==> src/rtl/dct_row_feeder.sv <==
// Ping-pong row buffer feeding one DCT array row: even (sum) pass, then odd (difference) pass.
// Optional JPEG level shift at write time when DCT_FEEDER_LEVEL_SHIFT_EN is defined.
module dct_row_feeder #(
    parameter int DATA_WIDTH = 8,
    parameter int N          = 8
) (
    input  logic                  clk,
    input  logic                  rst_n,
    input  logic [DATA_WIDTH-1:0] in_data,
    input  logic                  in_valid,
    output logic                  in_ready,
    output logic [DATA_WIDTH-1:0] x,
    output logic                  sumDiffSel,
    output logic                  load,
    output logic                  active,
    output logic [15:0]           rows_done
);

    localparam int IW = (N > 2) ? $clog2(N) : 1;
    localparam logic [IW-1:0] LAST = IW'(N - 1);

    typedef enum logic [1:0] {
        IDLE = 2'd0,
        EVEN = 2'd1,
        ODD  = 2'd2
    } state_t;

    logic [DATA_WIDTH-1:0] mem_q [2][N];
    logic [1:0]            full_q, full_d;
    logic                  wr_bank_q;
    logic [IW-1:0]         wr_idx_q;
    logic                  rd_bank_q, rd_bank_d;
    logic [IW-1:0]         s_q, s_d;
    state_t                state_q, state_d;

    logic [DATA_WIDTH-1:0] x_q;
    logic                  sds_q;
    logic                  load_q;
    logic                  active_q;
    logic [15:0]           rows_done_q;

    logic                  wr_fire;
    logic                  wr_last;
    logic                  rd_done;
    logic [DATA_WIDTH-1:0] wr_data;
    logic [IW-1:0]         rd_idx;
    logic [DATA_WIDTH-1:0] rd_sample;

    // Butterfly order: even slots walk up from 0, odd slots walk down from N-1.
    function automatic logic [IW-1:0] slot_idx(input logic [IW-1:0] s);
        if (s[0]) begin
            slot_idx = LAST - (s >> 1);
        end else begin
            slot_idx = s >> 1;
        end
    endfunction

    assign in_ready = !full_q[wr_bank_q];
    assign wr_fire  = in_valid && in_ready;
    assign wr_last  = wr_fire && (wr_idx_q == LAST);
    assign rd_done  = (state_q == ODD) && (s_q == LAST);

`ifdef DCT_FEEDER_LEVEL_SHIFT_EN
    localparam logic [DATA_WIDTH-1:0] HALF = {1'b1, {(DATA_WIDTH-1){1'b0}}};
    assign wr_data = in_data - HALF;
`else
    assign wr_data = in_data;
`endif

    // Next-state uses full_d so a row completing this cycle starts EVEN on the very next cycle.
    always_comb begin
        full_d    = full_q;
        state_d   = state_q;
        s_d       = s_q;
        rd_bank_d = rd_bank_q;
        if (rd_done) begin
            full_d[rd_bank_q] = 1'b0;
        end
        if (wr_last) begin
            full_d[wr_bank_q] = 1'b1;
        end
        unique case (state_q)
            IDLE: begin
                if (full_d[rd_bank_q]) begin
                    state_d = EVEN;
                    s_d     = '0;
                end
            end
            EVEN: begin
                if (s_q == LAST) begin
                    state_d = ODD;
                    s_d     = '0;
                end else begin
                    s_d = s_q + 1'b1;
                end
            end
            ODD: begin
                if (s_q == LAST) begin
                    rd_bank_d = ~rd_bank_q;
                    s_d       = '0;
                    state_d   = full_d[~rd_bank_q] ? EVEN : IDLE;
                end else begin
                    s_d = s_q + 1'b1;
                end
            end
            default: begin
                state_d = IDLE;
                s_d     = '0;
            end
        endcase
    end

    assign rd_idx    = slot_idx(s_d);
    assign rd_sample = mem_q[rd_bank_d][rd_idx];

    always_ff @(posedge clk) begin
        if (wr_fire) begin
            mem_q[wr_bank_q][wr_idx_q] <= wr_data;
        end
    end

    always_ff @(posedge clk or negedge rst_n) begin
        if (!rst_n) begin
            full_q      <= '0;
            wr_bank_q   <= 1'b0;
            wr_idx_q    <= '0;
            rd_bank_q   <= 1'b0;
            s_q         <= '0;
            state_q     <= IDLE;
            x_q         <= '0;
            sds_q       <= 1'b0;
            load_q      <= 1'b0;
            active_q    <= 1'b0;
            rows_done_q <= '0;
        end else begin
            full_q    <= full_d;
            rd_bank_q <= rd_bank_d;
            s_q       <= s_d;
            state_q   <= state_d;
            if (wr_fire) begin
                wr_idx_q <= wr_last ? '0 : wr_idx_q + 1'b1;
                if (wr_last) begin
                    wr_bank_q <= ~wr_bank_q;
                end
            end
            if (rd_done) begin
                rows_done_q <= rows_done_q + 16'd1;
            end
            active_q <= (state_d != IDLE);
            sds_q    <= (state_d == EVEN);
            load_q   <= (state_d != IDLE) && (s_d == '0);
            x_q      <= (state_d != IDLE) ? rd_sample : '0;
        end
    end

    assign x          = x_q;
    assign sumDiffSel = sds_q;
    assign load       = load_q;
    assign active     = active_q;
    assign rows_done  = rows_done_q;

endmodule
==> config.mk <==
export PLATFORM = sky130hd
export DESIGN_NAME = dct_row_feeder
export DESIGN_NICKNAME = d
export VERILOG_FILES = /design/src/rtl/dct_row_feeder.sv
export SDC_FILE = /design/constraint.sdc
export NUM_CORES = 1
export LEC_CHECK = 0
export CORE_ASPECT_RATIO = 0.75
export CORE_MARGIN = 1.5
export CORE_UTILIZATION = 50
export DETAILED_ROUTE_END_ITERATION = 8
export GPL_ROUTABILITY_DRIVEN = 0
export PLACE_DENSITY = 0.71
export SKIP_LAST_GASP = 1
export SYNTH_ARGS = -nofsm -noshare
export SYNTH_HDL_FRONTEND = slang
export SYNTH_SLANG_ARGS = --single-unit
==> constraint.sdc <==
create_clock -name clk -period 3.9 [get_ports clk]
set_input_delay 0.78 -clock clk [delete_from_list [all_inputs] [get_ports clk]]
set_output_delay 0.78 -clock clk [all_outputs]
set_load 0.005 [all_outputs]
## Word-level counts from Yosys, hierarchy flattened

Memory sizes are Yosys's and may differ from the RTL's.
Index checks and enable logic that the tools add are counted.
W data, S select, Z words.

- Register bits after elaboration: 39
- Bits in writable memories: 128
- Bits of input ports: 11
- Output and inout port bits: 28
- Logic and storage cells: 81
- Memories kept: 1

- $add $sub $neg: 4
- Order comparisons: 8
- Eq/ne operators: 5
- Multiplexer cells: 32
- Bitwise operators: 7
- Reduce and logical (&&, ||, !) cells: 13

Memories:

| memory | words | width | read ports | clocked after memory_dff | wr ports | line | text |
|---|---|---|---|---|---|---|---|
| mem_q | 2 | 64 | 1 | 0 | 1 | 28 | `logic [DATA_WIDTH-1:0] mem_q [2][N];` |

Operators with widths:

| operator | number |
|---|---|
| $mux W64 | 1 |
| $mux W8 | 4 |
| $bmux W8 S3 | 1 |
| $demux W8 S3 | 1 |
| $add A16 B1 Y16 const B | 1 |
| $mux W1 | 12 |
| $mux W3 | 4 |
| $mux W2 | 5 |
| $ge A4 B4 Y1 const B | 2 |
| $not A3 Y4 | 2 |
| $logic_and A1 B1 Y1 | 7 |
| $add A3 B1 Y3 const B | 2 |
| $eq A3 B3 Y1 const B | 2 |
| $lt A1 B2 Y1 const B | 3 |
| $pmux W2 S3 | 1 |
| $pmux W3 S2 | 1 |
| $eq A2 B1 Y1 const B | 2 |
| $lt A4 B1 Y1 const B | 1 |
| $logic_not A3 Y1 | 1 |
| $sub A3 B2 Y3 const A | 1 |
| $and A2 B2 Y2 | 1 |
| $demux W1 S1 | 2 |
| $eq A2 B2 Y1 const B | 1 |
| $ge A1 B1 Y1 const B | 2 |
| 8 further kinds | 9 |

## Logic depth before layout (Yosys ltp)

- Word-level depth: 20
- Gate-level depth with buffers: 16
- Depth with buffers taken out: 12

## Least setup slack after synthesis

OpenSTA, ideal clock, no wires.

- Kind: reg2reg
- Start: register wr_idx_q[0]
- End: register x_q[0], in the netlist x[0]
- Setup time: 128 ps
- Data arrival time: 3179 ps
- Data required time: 3772 ps
- Slack: 592 ps
- Cell stages (with the launch flop): 14
- Buffers on the path: 2
- Clock period less this slack: 3308 ps
- Path through: dfrtp_1 > ha_1 > ha_1 > and4bb_1 > a21oi_2 > mux2_2 > nand3_1 > a21o_1 > ha_1 > buf_1 > clkbuf_1 > mux4_2 > a21oi_1 > o22ai_2

- Cells in the longest elaborated chain, start to end: 14
- Elaborated cells between the ends (all ways): 21
- Classes of those cells: add/sub (1); eq/ne (1); mux (16); bitwise (1); reduce/logical (2)

RTL lines:

| what | line | text |
|---|---|---|
| start, declared | 31 | `logic [IW-1:0] wr_idx_q;` |
| start signal, assigned | 141 | `wr_idx_q <= wr_last ? '0 : wr_idx_q + 1'b1;` |
| $eq A3 B3 Y1 (*) | 60 | `assign wr_last = wr_fire && (wr_idx_q == LAST);` |
| $logic_and A1 B1 Y1 (*) | 60 |  |
| $mux W2 (*) | 79 | `if (wr_last) begin` |
| $mux W1 (not written as such) (2 in series) | 84 | `if (full_d[rd_bank_q]) begin` |
| $mux W3 | 84 |  |
| $pmux W3 S2 | 82 | `unique case (state_q)` |
| $sub A3 B2 Y3 | 52 | `slot_idx = LAST - (s >> 1);` |
| $mux W3 | 51 | `if (s[0]) begin` |
| $not A3 Y4 (not written as such) | 114 | `assign rd_sample = mem_q[rd_bank_d][rd_idx];` |
| $bmux W8 S3 | 114 |  |
| $mux W8 (not written as such) (2 in series) | 114 |  |
| $mux W8 (*) | 152 | `x_q <= (state_d != IDLE) ? rd_sample : '0;` |
| end signal, assigned | 152 |  |
| end, declared | 36 | `logic [DATA_WIDTH-1:0] x_q;` |

Every way passes the cells marked *; elsewhere a longest branch is shown, timed or not. The select of a mux whose other input is x is not followed.
A chain may end at the register's enable or synchronous reset.

## Worst setup path after layout

- Start: register s_q[0]
- End: register x_q[5], in the netlist x[5]

- Cells in the longest elaborated chain, start to end: 16
- Elaborated cells between the ends (all ways): 29
- Classes of those cells: add/sub (2); eq/ne (1); mux (21); bitwise (2); reduce/logical (2); memory (1)

RTL lines:

| what | line | text |
|---|---|---|
| start, declared | 33 | `logic [IW-1:0] s_q, s_d;` |
| start signal, assigned | 128 | `s_q <= '0;` |
| start signal, assigned | 138 | `s_q <= s_d;` |
| $eq A3 B3 Y1 | 61, 90, 98 |  |
| $logic_and A1 B1 Y1 | 61 | `assign rd_done = (state_q == ODD) && (s_q == LAST);` |
| $mux W2 | 76 | `if (rd_done) begin` |
| $or A2 B2 Y2 (no line) | n/a |  |
| $mux W2 | 79 |  |
| $mux W1 (not written as such) (2 in series) | 84 |  |
| $mux W3 | 84 |  |
| $pmux W3 S2 | 82 |  |
| $sub A3 B2 Y3 | 52 |  |
| $mux W3 | 51 |  |
| $not A3 Y4 (not written as such) | 114 |  |
| $bmux W8 S3 | 114 |  |
| $mux W8 (not written as such) (2 in series) | 114 |  |
| $mux W8 (*) | 152 |  |

Marks and branches as above.

==> impl_results.html <==
<table>
<tr><th>Metric</th><th>Value</th></tr>
<tr><th colspan="2">Timing</th></tr>
<tr><td>Slew headroom</td><td>0.3539</td></tr>
<tr><td>Number of failing hold endpoints at the final stage</td><td>0</td></tr>
<tr><td>Final period demand of the worst path</td><td>approximately 3.5 ns</td></tr>
<tr><td>Slew at the pin closest to its max-slew limit</td><td>0.9657 ns</td></tr>
<tr><td>Fraction of the cycle the final worst path needs</td><td>0.9050</td></tr>
<tr><td>Setup tns final</td><td>0 ns</td></tr>
<tr><td>Hold WS</td><td>~0.47 ns</td></tr>
<tr><td>Pins Over Slew Limit</td><td>0</td></tr>
<tr><td>Worst Clk Skew</td><td>0.01185 ns</td></tr>
<tr><td>Setup repair after global routing missed its margin</td><td>no</td></tr>
<tr><td>Maximum operating frequency</td><td>0.2833 GHz</td></tr>
<tr><td>Number of endpoints failing setup at the final stage</td><td>0</td></tr>
<tr><th colspan="2">Logic synthesis</th></tr>
<tr><td>Async S/R FF share, synth</td><td>0.2335</td></tr>
<tr><td>Yosys warning count</td><td>0</td></tr>
<tr><td>Top FF cell, synth</td><td>sky130_fd_sc_hd__edfxtp_1</td></tr>
<tr><td>Area share of the largest cell type after synthesis</td><td>0.5517</td></tr>
<tr><td>Number of synthesized flops with an enable pin</td><td>between 100 and 150</td></tr>
<tr><td>Top cells by instance count after synthesis</td><td>128 x sky130_fd_sc_hd__edfxtp_1, 39 x sky130_fd_sc_hd__dfrtp_1, 25 x sky130_fd_sc_hd__mux2i_1, 23 x sky130_fd_sc_hd__mux4_2, 20 x sky130_fd_sc_hd__nor2_1</td></tr>
<tr><td>Number of nets in the synthesized netlist</td><td>421</td></tr>
<tr><td>Area contributors post-synth</td><td>sky130_fd_sc_hd__edfxtp_1 55%, sky130_fd_sc_hd__dfrtp_1 14%, sky130_fd_sc_hd__mux4_2 7.4%</td></tr>
<tr><td>Netlist area before placement</td><td>6967 sq um</td></tr>
<tr><td>Unique cell type count in the Yosys netlist</td><td>54</td></tr>
<tr><td>Most area-hungry cell type in the Yosys netlist</td><td>sky130_fd_sc_hd__edfxtp_1</td></tr>
<tr><td>Post-Synthesis Mean Instance Area</td><td>approximately 17 sq um</td></tr>
<tr><td>FF+latch count, synth</td><td>167</td></tr>
<tr><td>Sequential area share after synthesis</td><td>0.6918</td></tr>
<tr><td>Instance count of the mapped netlist</td><td>400</td></tr>
<tr><td>Most common cell in the netlist</td><td>sky130_fd_sc_hd__edfxtp_1</td></tr>
<tr><th colspan="2">Floorplan</th></tr>
<tr><td>Effective utilization at floorplan</td><td>0.5101</td></tr>
<tr><td>Die outline height</td><td>roughly 110 microns</td></tr>
<tr><td>Die width</td><td>around 140 microns</td></tr>
<tr><td>Count of boundary I/O pins</td><td>39</td></tr>
<tr><td>Die outline area</td><td>14660 sq um</td></tr>
<tr><td>Standard cell core area</td><td>13660 sq um</td></tr>
<tr><td>Row Count</td><td>37</td></tr>
<tr><th colspan="2">Setup path</th></tr>
<tr><td>Endpoint type of the worst setup path</td><td>register</td></tr>
<tr><td>Launching element type of the critical path</td><td>register</td></tr>
<tr><td>Capture point of the critical path</td><td>x[5]</td></tr>
<tr><td>Required time reported for the critical path endpoint</td><td>about 4.3 ns</td></tr>
<tr><td>Worst Path Arrival</td><td>slightly below 4 ns</td></tr>
<tr><td>Setup slack on the worst flop-to-flop path</td><td>0.37 ns</td></tr>
<tr><td>Reg2reg path depth</td><td>14</td></tr>
<tr><td>Crit path kind</td><td>reg2reg</td></tr>
<tr><td>Worst Setup SP</td><td>s_q[0]</td></tr>
<tr><td>Terminus of the critical flop-to-flop path</td><td>x[5]</td></tr>
<tr><td>Origin of the critical flop-to-flop path</td><td>s_q[0]</td></tr>
<tr><td>Top fanout value on the critical path</td><td>25</td></tr>
<tr><th colspan="2">Place</th></tr>
<tr><td>DPL Wire Length</td><td>8.806 mm</td></tr>
<tr><td>Number of buffers inserted by port buffering</td><td>38</td></tr>
<tr><td>Area post-placement</td><td>~7600 sq um</td></tr>
<tr><th colspan="2">Global route</th></tr>
<tr><td>Met1 track demand over resource</td><td>0.3087</td></tr>
<tr><td>Gr ovfl total</td><td>0</td></tr>
<tr><td>Global-route wire length before repair</td><td>between 20 and 25 mm</td></tr>
<tr><td>Total routing usage reported by global routing</td><td>0.2000</td></tr>
<tr><td>Layer with the highest usage after global routing</td><td>met1</td></tr>
<tr><td>Antenna violations before repair</td><td>0</td></tr>
<tr><td>Maximum number of pins on one net before global-route repair</td><td>42</td></tr>
<tr><td>Number of global-route vias before repair</td><td>3689</td></tr>
<tr><td>GR Layer Usage met3</td><td>0.05361</td></tr>
<tr><td>Met2 GRT Util</td><td>0.2761</td></tr>
<tr><th colspan="2">Clocking</th></tr>
<tr><td>Sink Count</td><td>between 150 and 200</td></tr>
<tr><td>Maximum level of the CTS H-tree</td><td>4</td></tr>
<tr><td>Clock latency at the later pin of the worst-skew pair</td><td>around 0.43 ns</td></tr>
<tr><td>Number of hold buffers added after CTS</td><td>0</td></tr>
<tr><td>Num CTS Buffers</td><td>17</td></tr>
<tr><td>Buffer type at the clock tree root</td><td>sky130_fd_sc_hd__clkbuf_16</td></tr>
<tr><td>Clock Path Buffers</td><td>2</td></tr>
<tr><td>CTS tree</td><td>built</td></tr>
<tr><td>Clock-pin slew on the worst setup and hold paths</td><td>0.06 ns</td></tr>
<tr><th colspan="2">Cells and area</th></tr>
<tr><td>Number of nets in the layout</td><td>~470</td></tr>
<tr><td>Fill cells</td><td>around 1000</td></tr>
<tr><td>Combined flip-flop and latch cell area</td><td>between 4000 and 5000 sq um</td></tr>
<tr><td>Share of layout cells above drive strength 1</td><td>0.1957</td></tr>
<tr><td>Area taken by multi-input logic gates</td><td>between 2000 and 2500 sq um</td></tr>
<tr><td>Post-route cell area</td><td>approximately 8100 sq um</td></tr>
<tr><td>Area added between synthesis and finish</td><td>16.24%</td></tr>
<tr><td>Antenna Cells</td><td>0</td></tr>
<tr><th colspan="2">Detailed routing</th></tr>
<tr><td>Number of nets with antenna violations after detailed routing</td><td>0</td></tr>
<tr><td>Total wire length</td><td>about 13 mm</td></tr>
<tr><td>Total vias in the final route</td><td>3715</td></tr>
<tr><td>Number of DRC violations after detailed routing</td><td>4</td></tr>
<tr><td>Starting DRT DRC Count</td><td>around 360</td></tr>
<tr><td>Vias per cell</td><td>just under 6</td></tr>
<tr><td>Wire length per cell after detailed routing</td><td>20.82 microns</td></tr>
<tr><td>Number of detailed-route iterations in the first pass</td><td>6</td></tr>
<tr><th colspan="2">Pwr</th></tr>
<tr><td>Max IR drop VDD</td><td>around 0.57 mV</td></tr>
<tr><td>Power Dens Cells</td><td>roughly 710 nW/um^2</td></tr>
<tr><td>Total power draw</td><td>~5.8 mW</td></tr>
<tr><td>Pleak</td><td>around 3 nW</td></tr>
<tr><th colspan="2">Outcome</th></tr>
<tr><td>Status</td><td>finished, violations left</td></tr>
<tr><td>Failing checks</td><td>design-rule violations</td></tr>
<tr><th colspan="2">Job</th></tr>
<tr><td>Number of violations of the max-capacitance limit</td><td>0</td></tr>
<tr><th colspan="2">Min path</th></tr>
<tr><td>Type of the tightest min-delay check</td><td>reg2reg</td></tr>
</table>
worst max-delay path, stage by stage (launching register included):
cell and delay [ns]:
sky130_fd_sc_hd__dfrtp_1 0.44, sky130_fd_sc_hd__ha_1 0.20, sky130_fd_sc_hd__ha_1 0.44, sky130_fd_sc_hd__nand2_4 0.22, sky130_fd_sc_hd__a21oi_2 0.33, sky130_fd_sc_hd__mux2_2 0.22, sky130_fd_sc_hd__nand3_1 0.08, sky130_fd_sc_hd__a21o_1 0.21
sky130_fd_sc_hd__ha_1 0.33, sky130_fd_sc_hd__buf_12 0.21, sky130_fd_sc_hd__nor2_1 0.06, sky130_fd_sc_hd__buf_4 0.18, sky130_fd_sc_hd__a221oi_1 0.31, sky130_fd_sc_hd__a21oi_1 0.09, sky130_fd_sc_hd__o22ai_2 0.12
stage by stage:
step	setup WS, ns	instances	util
6_report	0.3704	640	0.5929
5_1_grt	0.08922	640	0.5929
4_1_cts	0.2220	640	0.5928
3_5_place_dp	0.08325	608	0.5531
3_3_place_gp	0.2281	608	0.5531
2_1_floorplan	0.5925	400	-
what timing repair did:
item,4_1_cts,5_1_grt
resized for setup,0,1
endpoints found under the setup margin,0,5
setup buffers,0,0
where the power goes:
part	internal (mW)	leakage, nW	switching [mW]
clock	0.898	0.265	0.646
combinational	0.894	1.12	1.09
sequential	2.12	1.67	0.129
total	3.91	3.05	1.86
routing by layer:
metal / routed length, microns / vias to the layer above
met2: 5809 / 107
met1: 6358 / 1916
met4: 194 / 0
met5: 0 / -
li1: - / 1673
met3: 964 / 19
placed cells by master (no fill, tap or decap), types with 14 or more instances in the layout:
cell type and instances:
sky130_fd_sc_hd__clkbuf_16 17, sky130_fd_sc_hd__edfxtp_1 128, sky130_fd_sc_hd__mux2i_1 25, sky130_fd_sc_hd__nand3_1 14, sky130_fd_sc_hd__clkdlybuf4s50_1 37, sky130_fd_sc_hd__dfrtp_1 39
sky130_fd_sc_hd__nor2_1 20, sky130_fd_sc_hd__mux4_2 23, sky130_fd_sc_hd__nand2_1 14
flip-flops by register name, summed over array words and instances (netlist names):
| name | cells |
|---|---|
| mem_q | 128 |
| load | 1 |
| wr_bank_q | 1 |
| x | 8 |
| rd_bank_q | 1 |
| full_q | 2 |
| sumDiffSel | 1 |
| rows_done | 16 |
| active | 1 |
| s_q | 3 |
| state_q | 2 |
| wr_idx_q | 3 |
how the worst min path moves through the flow:
stage	startpoint	end	slack [ns]	cells after the start
5_1_grt	rows_done[15]	rows_done[15]	0.50	1
4_1_cts	rows_done[15]	rows_done[15]	0.48	1
2_1_floorplan	rows_done[15]	rows_done[15]	0.47	1
3_5_place_dp	rows_done[15]	rows_done[15]	0.47	1
3_3_place_gp	rows_done[15]	rows_done[15]	0.46	1
6_report	rows_done[15]	rows_done[15]	0.47	1
area by class of cell:
| type | instances | area share |
|---|---|---|
| inverter | 5 | 0.002318 |
| clock buffer | 21 | 0.05686 |
| clock inverter | 11 | 0.01004 |
| multi-input combinational | 210 | 0.2471 |
| timing repair buffer | 51 | 0.06150 |
| tap | 175 | 0.02704 |
| sequential | 167 | 0.5952 |
kinds of logic (layout without fill, tap and decap cells):
logic type	count (synthesis)	in the layout	synth area share
flip-flops	167	167	0.6918
buffers and inverters	23	88	0.02137
multiplexers	52	52	0.1189
AO/OA/AOI/OAI	45	45	0.05819
AND/OR/NAND/NOR	87	87	0.06897
XOR/XNOR	16	16	0.02281
adder cells (fa/ha/maj)	10	10	0.01796
(Power assumes the default switching activity.)
